==> src/rtl/writer_block_ram_pkg.sv <==
// writer_block_ram_pkg: default widths and writer state encoding shared by the prev-vector writer.
package writer_block_ram_pkg;
  localparam int MAX_NODES   = 8;
  localparam int INDEX_WIDTH = 3;
  localparam int VALUE_WIDTH = 8;
  localparam int MADDR_WIDTH = 16;
  localparam int MDATA_WIDTH = 16;
  localparam int MEM_DEPTH   = 256;
  typedef enum logic [1:0] {IDLE, WRITE, RELEASE, DONE} state_t;
endpackage

==> src/rtl/writer_block_ram_block_ram.sv <==
// writer_block_ram_block_ram: single-port synchronous RAM with four-phase read/write handshakes.
module writer_block_ram_block_ram
  import writer_block_ram_pkg::*;
#(
  parameter int AW    = MADDR_WIDTH,
  parameter int DW    = MDATA_WIDTH,
  parameter int DEPTH = MEM_DEPTH
) (
  input  logic          i_clock,
  input  logic          i_reset,
  input  logic [AW-1:0] i_addr,
  input  logic [DW-1:0] i_wdata,
  input  logic          i_write_enable,
  input  logic          i_read_enable,
  output logic          o_write_ready,
  output logic          o_read_ready,
  output logic [DW-1:0] o_read_data
);
  localparam int IW = $clog2(DEPTH);
  logic [DW-1:0] r_mem [DEPTH];
  logic          r_write_ready, r_read_ready;
  logic [DW-1:0] r_read_data;
  logic [IW-1:0] w_idx;
  assign w_idx = IW'(i_addr % AW'(DEPTH));
  assign o_write_ready = r_write_ready;
  assign o_read_ready  = r_read_ready;
  assign o_read_data   = r_read_data;
  // Contents survive reset; only the handshake state is cleared.
  always_ff @(posedge i_clock)
    if (i_write_enable) r_mem[w_idx] <= i_wdata;
  always_ff @(posedge i_clock or posedge i_reset)
    if (i_reset) begin
      r_write_ready <= 1'b0;
      r_read_ready  <= 1'b0;
      r_read_data   <= '0;
    end else begin
      r_write_ready <= i_write_enable;
      r_read_ready  <= i_read_enable & ~i_write_enable;
      if (i_read_enable & ~i_write_enable) r_read_data <= r_mem[w_idx];
    end
endmodule

==> src/rtl/writer_block_ram.sv <==
// writer_block_ram: writes the prev vector into block RAM, then hands the RAM bus to a host read port.
module writer_block_ram
  import writer_block_ram_pkg::*;
#(
  parameter int MAX_NODES   = writer_block_ram_pkg::MAX_NODES,
  parameter int INDEX_WIDTH = writer_block_ram_pkg::INDEX_WIDTH,
  parameter int MADDR_WIDTH = writer_block_ram_pkg::MADDR_WIDTH,
  parameter int MDATA_WIDTH = writer_block_ram_pkg::MDATA_WIDTH,
  parameter int MEM_DEPTH   = writer_block_ram_pkg::MEM_DEPTH
) (
  input  logic                             i_clock,
  input  logic                             i_reset,
  input  logic                             i_enable,
  input  logic [MADDR_WIDTH-1:0]           i_starting_address,
  input  logic [MAX_NODES*INDEX_WIDTH-1:0] i_prev_vector,
  input  logic [INDEX_WIDTH-1:0]           i_number_of_nodes,
  output logic                             o_ready,
  input  logic                             i_rd_enable,
  input  logic [MADDR_WIDTH-1:0]           i_rd_addr,
  output logic                             o_rd_ready,
  output logic [MDATA_WIDTH-1:0]           o_rd_data
);
  localparam int CW     = INDEX_WIDTH + 1;
  localparam int STRIDE = MADDR_WIDTH / 8;
  state_t                 r_state;
  logic [CW-1:0]          r_count, r_i;
  logic [MADDR_WIDTH-1:0] r_addr;
  logic [MDATA_WIDTH-1:0] r_wdata;
  logic                   r_we, r_ready;
  logic [CW-1:0]          w_n, w_count, w_next_i;
  logic [INDEX_WIDTH-1:0] w_entry;
  logic                   w_bus, w_we, w_re, w_write_ready;
  logic [MADDR_WIDTH-1:0] w_addr;
  assign w_n      = CW'(i_number_of_nodes);
  assign w_count  = (w_n > CW'(MAX_NODES)) ? CW'(MAX_NODES) : w_n;
  assign w_next_i = r_i + CW'(1);
  assign w_entry  = i_prev_vector[INDEX_WIDTH*int'(w_next_i[INDEX_WIDTH-1:0]) +: INDEX_WIDTH];
  // Writer owns the RAM bus only while an entry is in flight.
  assign w_bus  = (r_state == WRITE) || (r_state == RELEASE);
  assign w_addr = w_bus ? r_addr : i_rd_addr;
  assign w_we   = w_bus & r_we;
  assign w_re   = ~w_bus & i_rd_enable;
  assign o_ready = r_ready;
  always_ff @(posedge i_clock or posedge i_reset)
    if (i_reset) begin
      r_state <= IDLE;
      r_count <= '0;
      r_i     <= '0;
      r_addr  <= '0;
      r_wdata <= '0;
      r_we    <= 1'b0;
      r_ready <= 1'b0;
    end else
      case (r_state)
        IDLE: if (i_enable) begin
          r_count <= w_count;
          r_i     <= '0;
          r_addr  <= i_starting_address;
          r_wdata <= MDATA_WIDTH'(i_prev_vector[INDEX_WIDTH-1:0]);
          r_we    <= w_count != '0;
          r_ready <= w_count == '0;
          r_state <= (w_count == '0) ? DONE : WRITE;
        end
        WRITE: if (w_write_ready) begin
          r_we    <= 1'b0;
          r_state <= RELEASE;
        end
        RELEASE: if (!w_write_ready) begin
          r_i     <= w_next_i;
          r_addr  <= r_addr + MADDR_WIDTH'(STRIDE);
          r_wdata <= MDATA_WIDTH'(w_entry);
          r_we    <= w_next_i != r_count;
          r_ready <= w_next_i == r_count;
          r_state <= (w_next_i == r_count) ? DONE : WRITE;
        end
        DONE: if (!i_enable) begin
          r_ready <= 1'b0;
          r_state <= IDLE;
        end
        default: r_state <= IDLE;
      endcase
  writer_block_ram_block_ram #(
    .AW(MADDR_WIDTH), .DW(MDATA_WIDTH), .DEPTH(MEM_DEPTH)
  ) u_ram (
    .i_clock        (i_clock),
    .i_reset        (i_reset),
    .i_addr         (w_addr),
    .i_wdata        (r_wdata),
    .i_write_enable (w_we),
    .i_read_enable  (w_re),
    .o_write_ready  (w_write_ready),
    .o_read_ready   (o_rd_ready),
    .o_read_data    (o_rd_data)
  );
endmodule

==> config.mk <==
export PLATFORM = sky130hd
export DESIGN_NAME = writer_block_ram
export DESIGN_NICKNAME = d
export VERILOG_FILES = /design/src/rtl/writer_block_ram_pkg.sv /design/src/rtl/writer_block_ram_block_ram.sv /design/src/rtl/writer_block_ram.sv
export SDC_FILE = /design/constraint.sdc
export NUM_CORES = 1
export LEC_CHECK = 0
export ABC_AREA = 1
export CAP_MARGIN = 0
export CORE_ASPECT_RATIO = 2
export CORE_MARGIN = 10
export CORE_UTILIZATION = 30
export DETAILED_ROUTE_END_ITERATION = 8
export GPL_TIMING_DRIVEN = 0
export SLEW_MARGIN = 20
export SYNTH_ARGS = -nofsm -noshare
export SYNTH_HDL_FRONTEND = slang
export SYNTH_SLANG_ARGS = --single-unit
==> constraint.sdc <==
create_clock -name i_clock -period 7.7 [get_ports i_clock]
set_input_delay 1.54 -clock i_clock [delete_from_list [all_inputs] [get_ports i_clock]]
set_output_delay 1.54 -clock i_clock [all_outputs]
set_load 0.01 [all_outputs]
# --- Word level (Yosys, flattened, before mapping) ---
# Memories as Yosys holds them, arrays and structs flattened. A register that Yosys moved wholly into a read port is not among the register bits.
# Cells that the tools add are included.
classes:
  addsub: 2
  n_mul: 1
  order_cmp: 1
  n_eq_ne: 9
  n_shift: 1
  n_mux: 28
  n_bitwise: 5
  n_reduce_logical: 12
op_table:
  columns: ["cell", "count"]
  rows:
  - ["$mux 16", 4]
  - ["$pmux 16 s2", 2]
  - ["$shiftx 24x6->3", 1]
  - ["$add 16x2->16 const B", 1]
  - ["$mux 2", 6]
  - ["$mux 4", 3]
  - ["$reduce_and 4->1", 3]
  - ["$mux 1", 8]
  - ["$mux 8", 1]
  - ["$pmux 2 s4", 1]
  - ["$pmux 4 s2", 1]
  - ["$ne 2x2->1 const B", 3]
  - ["$pmux 1 s3", 2]
  - ["$reduce_bool 3->1", 2]
  - ["$mul 2x3->5 const A", 1]
  - ["$add 4x1->4 const B", 1]
  - ["$eq 2x2->1 const B", 2]
  - ["$eq 4x4->1", 1]
  - ["$gt 3x4->1 const B", 1]
  - ["$logic_not 4->1", 1]
  - ["$ne 4x4->1", 1]
  - ["$reduce_bool 4->1", 1]
  - ["$and 1x1->1", 3]
  - ["$reduce_and 3->1", 1]
  - ["other kinds (7)", 8]
totals:
  reg_bits: 46
  ramBits: 4096
  output_inout_bits: 18
  word_cells: 69
  n_memories: 1
mem_list:
  columns: ["memory", "depth", "width", "read_ports", "rd_clocked_by_memory_dff", "write_ports", "line", "rtl"]
  rows:
  - ["u_ram.r_mem", 256, 16, 1, 1, 1, "writer_block_ram_block_ram.sv:20", "logic [DW-1:0] r_mem [DEPTH];"]

# --- Depth between registers and ports, before layout ---
# Gate-level depths: netlist of the first run.
logic_depth:
  depth_word: 6
  mapped_depth: 21
  mapped_depth_nobuf: 19

# --- Hierarchy ---
# Synthesis of the first run repeated with hierarchy kept, for this count alone.
unflattened:
  cells_unflattened: 15531
  area_unflattened_um2: 169115.9
by_module_without_submodules:
  columns: ["module", "instances", "cells_each", "area_each_um2", "seq_area_each_um2"]
  rows:
  - ["writer_block_ram_block_ram", 1, 15144, 166617.3, 123448.4]
  - ["writer_block_ram", 1, 387, 2498.6, 750.7]

# --- Worst setup path after synthesis of the first run ---
# No wires, ideal clock.
synth_path:
  path_kind: "register to register"
  startpoint: "reg r_wdata[0]"
  endpoint: "mem u_ram.r_mem[0][0] (netlist name) (data pin)"
  arrival_time_ns: 3.184
  required_time_ns: 6.896
  slack_ns: 3.713
  path_stages_with_launch: 1
  n_path_buf: 0
  synth_period_minus_slack_ns: 3.987
  path_cell_list: "dfrtp_1"
synth_lines:
  columns: ["item", "line", "rtl"]
  rows:
  - ["start, declared", "writer_block_ram.sv:28", "logic [MDATA_WIDTH-1:0] r_wdata;"]
  - ["start signal, assigned", "writer_block_ram.sv:59", "r_wdata <= MDATA_WIDTH'(i_prev_vector[INDEX_WIDTH-1:0]);"]
  - ["start signal, assigned", "writer_block_ram.sv:71", "r_wdata <= MDATA_WIDTH'(w_entry);"]
  - ["end, declared", "writer_block_ram_block_ram.sv:20", null]
# Straight into the memory's write port.

# --- Final worst setup path of the first run ---
layout_path:
  startpoint: "in i_rd_addr[0]"
  endpoint: "mem u_ram.r_mem[217][0] (netlist name), enable pin"
layout_via:
  elab_chain_len: 1
layout_rtl:
  columns: ["item", "line", "rtl"]
  rows:
  - ["start, declared", "writer_block_ram.sv:19", "input logic [MADDR_WIDTH-1:0] i_rd_addr,"]
  - ["$mux 8", "writer_block_ram.sv:40", "assign w_addr = w_bus ? r_addr : i_rd_addr;"]
# Every way passes these cells.

==> results of run 1 <==
## worst min-delay path, stage by stage, from the launching register on
cell	delay, ns
dfrtp_1	0.37
nand2_1	0.06
o31ai_1	0.05
## cells by family after synthesis
| family | count (synthesis) | synth area share (%) |
|---|---|---|
| XOR/XNOR | 6 | 0.1506 |
| flip-flops | 795 | 68.02 |
| other | 1 | 0.01075 |
| buffers and inverters | 263 | 3.421 |
| adder cells (fa/ha/maj) | 7 | 0.2510 |
| multiplexers | 5 | 0.1506 |
| AND/OR/NAND/NOR | 2450 | 26.91 |
| AO/OA/AOI/OAI | 63 | 1.079 |
## layer usage
layer	track usage [%]	vias to the layer above	wire [um]
li1	-	11910	-
met4	18.41	4	14670
met2	36.45	1245	68880
met1	17.92	12570	39830
met3	2.705	488	8179
met5	0	-	31
## sequential cells by signal (all words and copies together) (netlist names)
name,flops
r_i,4
r_state,2
u_ram.o_read_ready,1
r_addr,8
r_wdata,3
u_ram.o_write_ready,1
r_we,1
r_count,3
u_ram.r_mem,768
u_ram.o_read_data,3
o_ready,1
## final cells by class
type | instances | share of cell area (%)
Antenna cell | 3 | 0.01876
Buffer | 204 | 2.495
Clock buffer | 73 | 4.033
Clock inverter | 42 | 1.660
Inverter | 59 | 0.5533
Multi-Input combinational cell | 2544 | 25.01
Sequential cell | 795 | 59.34
Tap cell | 1521 | 4.755
Timing Repair Buffer | 66 | 2.138
## where the power goes
group | total (W) | internal [W] | leakage (nW) | switching, W
Clock | 0.00368 | 0.00208 | 1.10 | 0.00161
Sequential | 0.00475 | 0.00473 | 7.22 | 0.0000110
Combinational | 0.000122 | 0.0000445 | 7.20 | 0.0000778
## worst min-delay path by stage
stage | from | endpoint | slack (ns) | cells past startpoint
floorplan | r_i[1] | r_i[1] | 0.47 | 2
finish | r_addr[2] | r_addr[2] | 0.52 | 2
global placement | r_i[3] | r_i[3] | 0.49 | 2
global route | r_i[3] | r_i[3] | 0.53 | 2
detailed placement | r_i[1] | r_i[1] | 0.50 | 2
CTS | r_i[1] | r_i[1] | 0.51 | 2
## placed cells by master, fill, tap and decap left out, types with 17 or more instances in the layout
cell type,count
nand2_1,1866
edfxtp_1,768
nor2_1,442
nand3_1,126
buf_2,99
clkbuf_1,70
clkbuf_16,63
inv_1,54
clkdlybuf4s50_1,51
o21ai_0,26
dfrtp_1,24
buf_4,21
clkbuf_2,18
bufinv_16,17
## through the flow
step                      setup slack [ns]  std cells
after floorplan                      3.713       3602
after global placement             -0.7575       5174
after detailed placement             2.029       5189
after CTS                            2.737       5304
after global routing                 2.713       5305
final                                2.573       5307
==> flow_summary.toml, run 1 <==
[worst_setup_path]
r2r_slack_ns = 2.98
crit_start = "i_rd_addr[0]"
crit_type = "input port to flop"
r2r-start = "r_state[0]"
reg2reg_to = "u_ram.r_mem[218][2]"
crit_end = "u_ram.r_mem[217][0]"
crit_path_max_fanout = 10
cp-start-kind = "input port"
crit_path_end_kind = "flop"
path_buf_inv = 6
path_common_cell = "buf_2"
crit_required_ns = 8.01
path_depth = 12
critPathMaxStageDelay_ns = 0.61
cp_top_family = "buffers and inverters"
worst-r2r-cell-count = 13
worstPathArrival_ns = 5.44
crit_slowest_cell = "clkdlybuf4s50_1"
crit_chain = "clkdlybuf4s50_1 -> inv_1 -> nand2_1 -> nand2_2 -> nor2_2 -> buf_2 -> buf_2 -> inv_1 -> nor2_1 -> nand2_1 -> buf_2 -> nor2_1"

[final_layout]
seq_area_mm2 = 0.02375
multi_input_area_mm2 = 0.01001
area_delta_synth_final_pct = 14.69
drive_gt1_share_pct = 7.137
final_area_mm2 = 0.04002
nFillCells = 11820
finalNetCount = 3801
final_core_util_pct = 34.49

[placed_design]
dpl.hpwl_mm = 93.68
place_area_mm2 = 0.03773
routabilityCongestion = 0.9928
numPortBuffers = 51

[floorplanning]
start_util_pct = 30.07
fp.dieH_um = 502.3
ios = 81
std_cell_rows = 177
die_x_um = 261.2
coreArea_mm2 = 0.1160
dieArea_mm2 = 0.1312

[detailed_routing]
viasPerCell = 4.941
vias = 26220
first_pass_iters = 5
drt_iter0_drc = 2408
wl_mm = 131.6
route.detailed.drc = 0
wl_per_cell_um = 24.80
drt.antenna.violating_nets = 0

[power_and_ir_drop]
ir_drop_mv = 0.1848
finalPower_w = 0.008550
power.leakage_nw = 15.52
power_density_mw_per_mm2 = 213.6

[logic_synthesis]
synth_area_leader_cell = "edfxtp_1"
synth_top_flop_cell = "edfxtp_1"
yosysUniqueCellTypes = 37
synth_area_leaders = "edfxtp_1 66%, nand2_1 20%, nor2_1 4.8%"
synthCells = 3590
async_reset_ff_share_pct = 3.396
yosysMostFrequentCell = "nand2_1"
synth-seq-cells = 795
yosysWarnings = 0
synth-seq-area-share_pct = 68.02
synth_top_area_share_pct = 66.09
synth_edf_count = 768
synth_area_per_cell_um2 = 9.720
syn-cell-area_mm2 = 0.03490
synth_common_cells = "1866 x nand2_1, 768 x edfxtp_1, 442 x nor2_1"

[clock_network]
clock-sinks = 795
cts-resized-gates = 0
htreeDepth = 2
cts_tree = "built"
cts_setup_buffers = 0
cts_hold_buf = 0
cts-root-buf = "clkbuf_16"
path_clk_slew_ns = 0.07
clk_latency_ns = 0.68
clock_path_buffers = 3
cts_buffers = 61

[timing]
fin_crit_sh_pct = 66.58
fmax_mhz = 195.1
slew_headroom_pct = 13.13
finalClockSkew_ns = 0.02073
hold_viol_final = 0
fin_hold_ws_ns = 0.5181
rsz0062_at_grt = "false"
setup-tns-final_ns = 0
finalSetupViolations = 0
slew_viol_final = 0
period_needed_ns = 5.127
worst_slew_pin_slew_ns = 1.303

[global_route]
antenna_found_initial = 3
grt_max_degree = 68
grt_pass1_wl_mm = 181.2
grt_overflow_total = 0
grt_pass1_vias = 25930
grt_usage_pct = 19.62

[hold_path]
hold_class = "flop to flop"

[outcome]
status = "finished clean"

[run]
maxCapViolCount = 0
(Power assumes the default switching activity.)
==> run 2: changes to the inputs <==
==> constraint.sdc (replaced) <==
create_clock -name i_clock -period 5.15 [get_ports i_clock]
set_input_delay 1.03 -clock i_clock [delete_from_list [all_inputs] [get_ports i_clock]]
set_output_delay 1.03 -clock i_clock [all_outputs]
set_load 0.01 [all_outputs]
==> results of run 2 <==
The final DEF is identical to that of run 1. Status: finished clean.
Among the figures that moved: setup slack after placement 2.029 ns -> -0.01084 ns; setup slack after layout 2.573 ns -> 0.4275 ns; start point of the critical path i_rd_addr[0] -> r_state[0]; end point of the critical path u_ram.r_mem[217][0] -> u_ram.r_mem[218][2]; register-to-register setup slack 2.98 ns -> 0.43 ns; total power 0.008550 W -> 0.01278 W; worst IR drop on VDD 0.1848 mV -> 0.2764 mV
==> run 3: changes to the inputs <==
--- a/config.mk
+++ b/config.mk
@@ -11,7 +11,6 @@
 export CORE_MARGIN = 10
 export CORE_UTILIZATION = 30
 export DETAILED_ROUTE_END_ITERATION = 8
-export GPL_TIMING_DRIVEN = 0
 export SLEW_MARGIN = 20
 export SYNTH_ARGS = -nofsm -noshare
 export SYNTH_HDL_FRONTEND = slang
==> flow_summary.toml, run 3 (synthesized netlist as in run 1, its figures left out) <==
[outcome]
status = "finished clean"

[timing]
finalSetupViolations = 0
slew_viol_final = 0
rsz0062_at_grt = "false"
slew_headroom_pct = 26.49
worst_slew_pin_slew_ns = 1.100
fin_crit_sh_pct = 81.19
fmax_mhz = 239.2
hold_viol_final = 0
setup-tns-final_ns = 0
period_needed_ns = 4.181
finalClockSkew_ns = 0.02104

[final_layout]
area_delta_synth_final_pct = 11.78
finalNetCount = 3641
layout_commonest_cell = "nand2_1"
final_area_mm2 = 0.03901
regMostFlops = "u_ram.r_mem"
largest_reg_flops = 768
drive_gt1_share_pct = 4.589
layout_common_cells = "1866 x nand2_1, 768 x edfxtp_1, 437 x nor2_1"
top_regs = "u_ram.r_mem: 768 flops, r_addr: 8 flops, r_i: 4 flops"

[worst_setup_path]
crit_slowest_cell = "nand2_1"
path_buf_inv = 3
crit_type = "flop to flop"
crit_required_ns = 5.44
crit_chain = "inv_1 -> ha_1 -> buf_4 -> nand2_2 -> nand2_8 -> nor2_4 -> inv_1 -> nor2_1 -> nand2_1 -> nor2_1"
crit_path_end_kind = "flop"
crit_path_max_fanout = 80
cp_top_family = "simple AND/OR/NAND/NOR gates"
worstPathArrival_ns = 4.47
cp-start-kind = "flop"
critPathMaxStageDelay_ns = 0.66

[placed_design]
place_area_mm2 = 0.03704
routabilityCongestion = 0.8562
numPortBuffers = 51
dpl.hpwl_mm = 58.93

[clock_network]
htreeDepth = 3
cts_tree = "built"
cts-root-buf = "clkbuf_16"
cts-resized-gates = 0
clk_latency_ns = 0.63
cts_setup_buffers = 0
clock_path_buffers = 3
clock-sinks = 795
cts_hold_buf = 0
path_clk_slew_ns = 0.06
cts_buffers = 66

[detailed_routing]
vias = 23940
drt_iter0_drc = 1569
viasPerCell = 4.658
wl_mm = 94.05
drt.antenna.violating_nets = 0
wl_per_cell_um = 18.30
first_pass_iters = 5
route.detailed.drc = 0

[global_route]
grt_overflow_total = 0
grt_pass1_vias = 24360
grt_max_degree = 190
grt_pass1_wl_mm = 139.1
grt_usage_pct = 14.11
antenna_found_initial = 2

[floorplanning]
fp.dieH_um = 502.3
coreArea_mm2 = 0.1160
dieArea_mm2 = 0.1312
std_cell_rows = 177
start_util_pct = 30.07
die_x_um = 261.2
ios = 81

[power_and_ir_drop]
ir_drop_mv = 0.3092
power_density_mw_per_mm2 = 308.0
finalPower_w = 0.01201
power.leakage_nw = 14.88

[hold_path]
hold_class = "flop to flop"

[run]
maxCapViolCount = 0
-- run 3: changes by cell type in the layout (fill, tap and decap cells not counted), moves of 3 or more --
cell	before	now
clkbuf_16	63	66
buf_2	99	0
clkinv_1	9	13
bufinv_16	17	1
clkbuf_8	0	5
buf_1	5	0
buf_16	6	0
clkbuf_2	18	0
clkbuf_1	70	13
buf_4	21	41
nor2_4	0	6
nor2_1	442	437
buf_12	9	13
-- run 3: stage by stage --
stage / instances / hold slack, ns / setup WS, ns / utilization (%)
finish: 5139 / 0.5094 / 0.9689 / 33.61
global route: 5139 / 0.5248 / 0.7111 / 33.61
CTS: 5138 / 0.5094 / 0.9311 / 33.61
detailed placement: 5024 / 0.4906 / 0.5759 / 31.92
global placement: 5024 / 0.4845 / 0.6458 / 31.92
floorplan: 3602 / 0.4683 / 1.163 / -
-- run 3: worst min-delay path, cell delays in order (launching register included) --
cell	delay, ns
dfrtp_1	0.37
nand2_1	0.06
nand2_1	0.05
-- run 3: report_power, final --
part	leakage (nW)	switching (W)	internal (W)
clock	0.962	0.00227	0.00250
combinational	6.70	0.0000895	0.0000436
sequential	7.22	0.0000345	0.00708
-- run 3: layout make-up --
| cell class | instances | area [um2] |
|---|---|---|
| diodes | 1 | 2.502 |
| clock buffers | 84 | 1769 |
| clock inverters | 30 | 198.9 |
| fillers | 11790 | 77040 |
| inverters | 59 | 224.0 |
| multi-input cells | 2544 | 10080 |
| flip-flops and latches | 795 | 23750 |
| well taps | 1521 | 1903 |
| repair buffers | 105 | 1079 |
-- run 3: layer usage --
layer  track usage [%]  wire length, um  vias to the layer above
met5                 0               13                        -
met4             10.20             6922                        2
met1             12.97            31440                    11490
met2             27.49            51750                      644
met3             1.972             3927                      250
li1                  -                -                    11560
-- run 3: path summary, 6_finish.rpt --
path | from | end | slack (ns) | cells after the start
min in group asynchronous | i_reset | r_wdata[0] | 0.78 | 3
max in group asynchronous | i_reset | r_wdata[1] | 4.06 | 3
worst min-delay path | r_i[1] | r_i[1] | 0.51 | 2
worst max-delay path | r_state[0] | u_ram.r_mem[116][2] | 0.97 | 10
worst min register to register | r_i[1] | r_i[1] | 0.51 | 2
worst max register to register | r_state[0] | u_ram.r_mem[116][2] | 0.97 | 10
